## src/rtl/crc_bit_counter.sv

```systemverilog
// Modulo counter with a runtime terminal value, used by the serial CRC
// receiver to track bit position in both the payload and check phases.
module crc_bit_counter #(
  parameter int unsigned CNT_W = 5
) (
  input  logic             Clk,
  input  logic             Reset,
  input  logic             clr,
  input  logic             en,
  input  logic [CNT_W-1:0] limit,
  output logic             rollover
);

  logic [CNT_W-1:0] count_q, count_d;

  // limit holds k-1, so the count runs 0..k-1 and wraps on the enabled step at k-1.
  // NOTE: every signal written in always_comb gets a default first, so no path leaves it unassigned and no latch is inferred.
  always_comb begin
    rollover = en && (count_q == limit);
    count_d  = count_q;
    if (clr || rollover) begin
      count_d = '0;
    end else if (en) begin
      count_d = count_q + 1'b1;
    end
  end

  // NOTE: state registers use non-blocking assignments so every flop samples pre-edge values.
  always_ff @(posedge Clk or negedge Reset) begin
    if (!Reset) begin
      count_q <= '0;
    end else begin
      count_q <= count_d;
    end
  end

endmodule

```

## config.mk

```make
export PLATFORM = sky130hd
export DESIGN_NAME = crc_bit_counter
export DESIGN_NICKNAME = d
export VERILOG_FILES = /design/src/rtl/crc_bit_counter.sv
export SDC_FILE = /design/constraint.sdc
export NUM_CORES = 1
export LEC_CHECK = 0
export ABC_AREA = 1
export CORE_AREA = 2 2 39 41
export DETAILED_ROUTE_END_ITERATION = 16
export DIE_AREA = 0 0 41 43
export SLEW_MARGIN = 20
export SYNTH_ARGS = -nofsm -noshare
export SYNTH_HDL_FRONTEND = slang
export SYNTH_SLANG_ARGS = --single-unit
```

## constraint.sdc

```tcl
create_clock -name Clk -period 1.17 [get_ports Clk]
set_input_delay 0.234 -clock Clk [delete_from_list [all_inputs] [get_ports Clk]]
set_output_delay 0.234 -clock Clk [all_outputs]
set_load 0.02 [all_outputs]
```

==> impl_metrics.csv <==
group,metric,value,unit
outcome,status,"finished with violations",
outcome,failed_checks,"negative setup slack",
power,static-leakage-power,0.313,nW
clock_tree,cts_buffers,3,
logic_synthesis,synth_seq_cells,5,
setup_path,regToRegSetupSlack,-0.17,ns
setup_path,worst_ep_required_time,0.94,ns
timing,max_freq,0.722,GHz
run,timing.max_cap.violations,0,
grt,global_route_wire_length_before_repair,1.44,mm
timing,holdWs,0.212,ns
timing,period_needed,1.38,ns
logic_synthesis,synth_cell_types,15,
die,full_die_area,1760,sq um
logic_synthesis,synth_area_per_cell,6.97,sq um
timing,setup_slack,-0.214,ns
die,floorplan.initialDensity,25.7,%
placement,placed_cells,86,
setup_path,critPathMaxFanout,2,
route,detail_route.wl_per_cell,9.06,um
setup_path,setup.worst_path.end_class,"output pin",
route,drt_pass1_iterations,2,
placement,gp_congestion,0.684,
timing,tightest_slew_margin_relative_to_the_limit,85.6,%
grt,grt_usage,12.5,%
timing,finalClockSkew,0.000708,ns
final_layout,final_net_count,88,
route,routed_wl,843,um
clock_tree,clock_buffer_depth,2,
placement,worst_setup_slack_before_clock_tree_synthesis,-0.822,ns
logic_synthesis,yosysSeqAreaShare,35.2,%
logic_synthesis,ys_dominant_reg_cell,"sky130_fd_sc_hd__dfrtp_1",
route,avgViaCountPerCell,4.03,
logic_synthesis,synth_edf_count,0,
die,coreArea,1380,sq um
logic_synthesis,postSynthNetCount,61,
clock_tree,cts.reportedPaths.clkPinSlew,0.04,ns
timing,worst_pin_slew,0.215,ns
setup_path,timing.critical_path.depth,6,
power,worst_ir_drop_vdd,0.000469,V
logic_synthesis,postSynth.asyncResetShare,100,%
logic_synthesis,ys_warn_count,0,
logic_synthesis,leading_cell_types_by_total_area_after_synthesis,"sky130_fd_sc_hd__dfrtp_1 35%, sky130_fd_sc_hd__nand2_1 15%, sky130_fd_sc_hd__inv_1 9.5%",
setup_path,critPathLaunchType,"input port",
timing,final_max_slew_viol_count,0,
route,postRouteAntennaNets,0,
die,rows,14,
clock_tree,cts_root_buffer,"sky130_fd_sc_hd__clkbuf_4",
final_layout,instances_no_fill,93,
final_layout,largest_register,"count_q",
final_layout,areaGrowthSynthToFinish,68.3,%
timing,hold_viol,0,
clock_tree,cts_num_sinks,5,
power,p_per_area,822,nW/um^2
timing,min_period_over_period,118,%
clock_tree,cts_htree_levels,1,
timing,unrepaired_setup_endpoints_after_global_routing,"yes",
setup_path,critical_path_class,"input port to output pin",
die,design.portCount,10,
grt,first_global_vias,383,
logic_synthesis,syn_area,355,sq um
min_path,worstHoldPathType,"input port to asynchronous set/reset pin",
route,total_via_count_after_detailed_routing,375,
final_layout,largest_register_ff_count,5,
clock_tree,cts_tree,"built",
setup_path,crit_buf_inv,3,
route,detail_route.iter0.violations,2,
final_layout,diodes,0,
logic_synthesis,synth_top_area_share,35.2,%
final_layout,post_route_cells_drive_above_1_share,39.0,%
grt,pin_count_of_the_biggest_net_entering_global_routing,6,
route,remaining_drc_errors,0,
setup_path,worst_path_dominant_cell_family,"buffers and inverters",
final_layout,registers_with_the_highest_flip_flop_counts,"count_q (5)",
logic_synthesis,synth_most_common_cell,"sky130_fd_sc_hd__nand2_1",
logic_synthesis,most_area_hungry_cell_type_in_the_yosys_netlist,"sky130_fd_sc_hd__dfrtp_1",
power,post-layout-total-power,0.492,mW
setup_path,slowest_stage,"sky130_fd_sc_hd__clkdlybuf4s50_1",
placement,hpwl_after_detailed_placement,665,um
clock_tree,clk_latency,0.24,ns
die,dieWidth,41,um
timing,endpoints_failing_setup,6,
setup_path,arr_time_crit_path,1.15,ns
setup_path,worst_path_cell_trace,"clkdlybuf4s50_1, nand2_1, nor2_2, nand3_2, inv_2, buf_6",
setup_path,crit_path_max_incr_delay,0.48,ns
setup_path,rr_worst_depth,10,
logic_synthesis,postSynthCellCount,51,
grt,grt_remaining_overflow,0,
die,floorplan.die.height,43,um
placement,place.port_buffers,9,
logic_synthesis,synth_top_cells_by_count,"14 x sky130_fd_sc_hd__nand2_1, 9 x sky130_fd_sc_hd__inv_1, 9 x sky130_fd_sc_hd__nor2_1, 5 x sky130_fd_sc_hd__dfrtp_1, 3 x sky130_fd_sc_hd__xor2_1",
grt,antenna_found_initial,0,
-- report_power, final --
part,internal (mW),switching [mW]
Combinational,0.0586,0.0514
Clock,0.129,0.0663
Sequential,0.181,0.00601
-- area by class of cell --
type                    instances  area, sq um
fillers                       152          786
well taps                      16         20.0
clock buffers                   4         26.3
inverters                      11         41.3
multi-input cells              35          199
repair buffers                 22          186
flip-flops and latches          5          125
-- final timing paths --
check | startpoint | end
worst max-delay path | en | rollover
worst min-delay path | Reset | count_q[2]
worst max register to register | count_q[0] | count_q[2]
worst min register to register | count_q[2] | count_q[2]
max in group asynchronous | Reset | count_q[0]
min in group Clk | count_q[2] | count_q[2]
-- cells by family after synthesis --
family                   count (synthesis)  share of synthesized area (%)
AND/OR/NAND/NOR                         29                           38.4
buffers and inverters                   11                           11.6
flip-flops                               5                           35.2
XOR/XNOR                                 4                           9.86
AO/OA/AOI/OAI                            1                           1.41
adder cells (fa/ha/maj)                  1                           3.52
-- through the flow --
step	utilization, %	instance area [sq um]	TNS [ns]
CTS	41.9	579	-0.616
finish	43.2	598	-1.13
global placement	39.1	541	-1.72
global route	43.2	598	-1.50
detailed placement	39.1	541	-1.90
floorplan	-	355	0
-- worst register-to-register path, stage by stage, from the launching register on --
cell	delay, ns
sky130_fd_sc_hd__dfrtp_1	0.38
sky130_fd_sc_hd__inv_2	0.05
sky130_fd_sc_hd__nand2_2	0.04
sky130_fd_sc_hd__nand2_1	0.06
sky130_fd_sc_hd__nor2_2	0.11
sky130_fd_sc_hd__nand3_2	0.09
sky130_fd_sc_hd__buf_4	0.14
sky130_fd_sc_hd__buf_6	0.10
sky130_fd_sc_hd__buf_4	0.12
sky130_fd_sc_hd__nand2_4	0.08
sky130_fd_sc_hd__nor2_1	0.05
-- placed cells by master, fill, tap and decap left out, drive strengths merged --
cell type / netlist / routed
ha: 1 / 1
dfrtp: 5 / 5
nor3: 1 / 1
xor2: 3 / 3
buf: 0 / 14
clkbuf: 0 / 4
inv: 11 / 11
a21oi: 1 / 1
nand4: 1 / 1
clkdlybuf4s50: 0 / 3
xnor2: 1 / 1
nand2: 16 / 16
nand3: 1 / 1
nor2: 10 / 10
dlygate4sd2: 0 / 5
-- layer usage --
layer	up-vias	share of wire (%)	track usage, %
li1	199	-	-
met1	169	41	14.1
met2	5	55	19.7
met3	2	3.0	1.57
met4	0	0.95	10.0
met5	-	0	0
-- timing repair --
action	CTS	global route
buffers inserted	2	1
endpoints found under the setup margin	3	6
gates resized for setup	13	5
cloned	0	0
pin swaps	8	3
hold buffers	0	0
Note: power is estimated with default switching activity, not from simulation.
==> variant: new RTL, same flow settings <==
Add an input register stage for `clr`, `en` and `limit`, with the module's reset; this delays them by one clock.
--- a/src/rtl/crc_bit_counter.sv
+++ b/src/rtl/crc_bit_counter.sv
@@ -11,16 +11,32 @@
   output logic             rollover
 );
 
+  logic clr_q;
+  logic en_q;
+  logic [CNT_W-1:0] limit_q;
+
+  always_ff @(posedge Clk or negedge Reset) begin
+    if (!Reset) begin
+      clr_q   <= '0;
+      en_q    <= '0;
+      limit_q <= '0;
+    end else begin
+      clr_q   <= clr;
+      en_q    <= en;
+      limit_q <= limit;
+    end
+  end
+
   logic [CNT_W-1:0] count_q, count_d;
 
   // limit holds k-1, so the count runs 0..k-1 and wraps on the enabled step at k-1.
   // NOTE: every signal written in always_comb gets a default first, so no path leaves it unassigned and no latch is inferred.
   always_comb begin
-    rollover = en && (count_q == limit);
+    rollover = en_q && (count_q == limit_q);
     count_d  = count_q;
-    if (clr || rollover) begin
+    if (clr_q || rollover) begin
       count_d = '0;
-    end else if (en) begin
+    end else if (en_q) begin
       count_d = count_q + 1'b1;
     end
   end
Formal check against the unedited RTL: not equivalent (Yosys sat finds a counterexample within 4 cycles, from zero or initial values and one cycle with Reset low).
==> variant against the unedited design <==
  * The run still ends with setup timing left
  * Design area is 32% higher
  * Setup slack got worse by 37 ps
  * Area after synthesis increased by 49%
  * Global-route usage rose by 2.2 points
  * Final cell count is 8.6% higher
  * Maximum frequency fell by 2.6%
  * Total power grew 66%
  * Critical path depth unchanged
  * Non-clock buffer count grew 2
  * Largest power group is now sequential cells
  * Count of clock-buffer cells in the layout is 1 lower
  * Sequential cell count is 7 higher
  * Combinational power up 15%
  * Wire length is 11% higher
==> variant: results (changes against the unedited design) <==
Yosys
  – Ys Warns: 0 (unchanged)
  – Async SR Flop Fraction: 1.000 (unchanged)
  – Sequential cell area fraction in the yosys report: 0.5660 (+0.2139)
  – Top post-synthesis cells by area: dfrtp_1, nand2_1, inv_1
  – Syn Inst Count: 58 (+14%)
  – Post-synth top cells: nand2_1, dfrtp_1, inv_1, nor2_1, xor2_1
  – Yosys cell types: 15 (unchanged)
  – Synthesized Nets: 68 (+11%)

Setup path
  – Worst-path maximum fanout: 3 (+1)
  – Crit-path max cell delay: 400 ps (-80 ps)
  – Crit path DAT: 1190 ps (+40 ps)
  – Reg2reg setup slack: -210 ps (-40 ps)
  – Delay-heaviest family, CP: flip-flops
  – Slowest cell on crit path: dfrtp_1

STA
  – Slew margin rel.: 0.8985 (+0.04227)
  – Setup Viol. Count Final: 6 (unchanged)
  – Worst Setup Slack, final: -250.9 ps (-36.77 ps)
  – Layout Skew: 1.638 ps (+0.9294 ps)

Route
  – Via/cell ratio: 4.267 (+5.8%)
  – DR WL/cell: 9.267 microns (+2.2%)
  – 1st-pass router iterations: 3 (+1)

Power and ir drop
  – Maximum VDD drop: 0.0006556 V (+40%)
  – Leak pwr: 0.3959 nW (+27%)
  – Internal: 0.6264 mW (+70%)

Final layout
  – Layout cells sized above 1: 0.3882 (-0.001375)
  – Final cell count without fillers: 101 (+8.6%)
  – Top Registers: count_q x5, limit_q x5
  – Fin nets: 97 (+10%)
  – N_diodes: 0 (unchanged)

Placed design
  – Routability cong.: 0.7491 (+9.6%)
  – Placed Cells: 94 (+9.3%)
  – Hpwl dp: 706.9 microns (+6.4%)

GRT
  – Vias in the first global route: 431 (+13%)
  – First-pass GRT wire length: 1.669 mm (+16%)
  – Largest net degree at the start of global routing: 13 (+7)
  – GR Util All Layers: 0.1470 (+0.02184)

Clock network
  – Clk buf depth: 2 (unchanged)
  – Reg clk slew, reported paths: 70 ps (+30 ps)
  – Clock latency on the worst-skew pair: 270 ps (+30 ps)
  – Root buf cell: clkbuf_4

Hold path
  – Class of the worst hold path: in2async

Outcome
  – Failing checks: setup timing
  – Status: finished with violations
## variant: cell types whose count changed after synthesis
cell	change
dfrtp_1	+7
## variant: kinds of logic (layout without fill, tap and decap cells)
family / Yosys count / after routing / synth area share
compound gates: 1 / 1 / 0.009425
xor+xnor: 4 / 4 / 0.06605
fa+ha+maj: 1 / 1 / 0.02358
buf+inv: 11 / 38 / 0.07783
flops: 12 / 12 / 0.5660
simple gates: 29 / 29 / 0.2571
## variant: through the flow
stage | instance area (sq um) | worst slack (ps) | hold slack, ps | setup TNS (ps) | power (mW)
3_3_place_gp | 723.2 | -403.5 | 528.7 | -426.6 | 0.5635
6_report | 787.0 | -250.9 | 254.7 | -1260 | 0.8149
3_5_place_dp | 723.2 | -443.3 | 531.7 | -485.8 | 0.5649
2_1_floorplan | 530.5 | 36.96 | -61.59 | 0 | 0.4994
4_1_cts | 767.0 | -254.1 | 249.6 | -680.9 | 0.8215
5_1_grt | 787.0 | -323.6 | 265.3 | -1643 | 0.8728
## variant: worst paths after layout
kind	start	endpoint	cells after the start
worst max-delay path	count_q[1]	rollover	6
worst min-delay path	Reset	limit_q[0]	2
worst max register to register	count_q[0]	count_q[2]	7
worst min register to register	clr_q	count_q[0]	3
max in group asynchronous	Reset	limit_q[4]	2
min in group Clk	limit[0]	limit_q[0]	1
## variant: layout make-up
| class | instances | area (sq um) |
|---|---|---|
| Fill cell | 133 | 596.8 |
| Sequential cell | 12 | 300.3 |
| Timing Repair Buffer | 24 | 203.9 |
| Multi-Input combinational cell | 35 | 198.9 |
| Inverter | 11 | 41.29 |
| Clock buffer | 3 | 22.52 |
| Tap cell | 16 | 20.02 |
## variant: power by group through the flow
stage	clock [mW]	combinational (mW)	sequential [mW]
final	0.242	0.126	0.447
after global placement	0	0.109	0.454
after detailed placement	0	0.110	0.455
after global routing	0.283	0.141	0.449
after floorplan	0	0.0435	0.456
after CTS	0.258	0.118	0.446
## variant: what timing repair did
action / in CTS / in global routing
resized for setup: 10 / 3
pin swaps: 10 / 5
setup endpoints to repair: 3 / 6
setup buffers: 2 / 2
## variant: worst reg2reg max path: cells and delay by family (launching register included)
kind,cells,cell delay (ps)
buffers and inverters,3,390
adders and majority gates,1,170
DFF,1,410
xor gates and xnor gates,1,160
and+or+nand+nor,2,140
## variant: per-layer routing
metal | part of all wire | track usage
met1 | 0.42 | 0.1771
met2 | 0.52 | 0.2219
met3 | 0.027 | 0.01571
met4 | 0.028 | 0.1200
met5 | 0 | 0
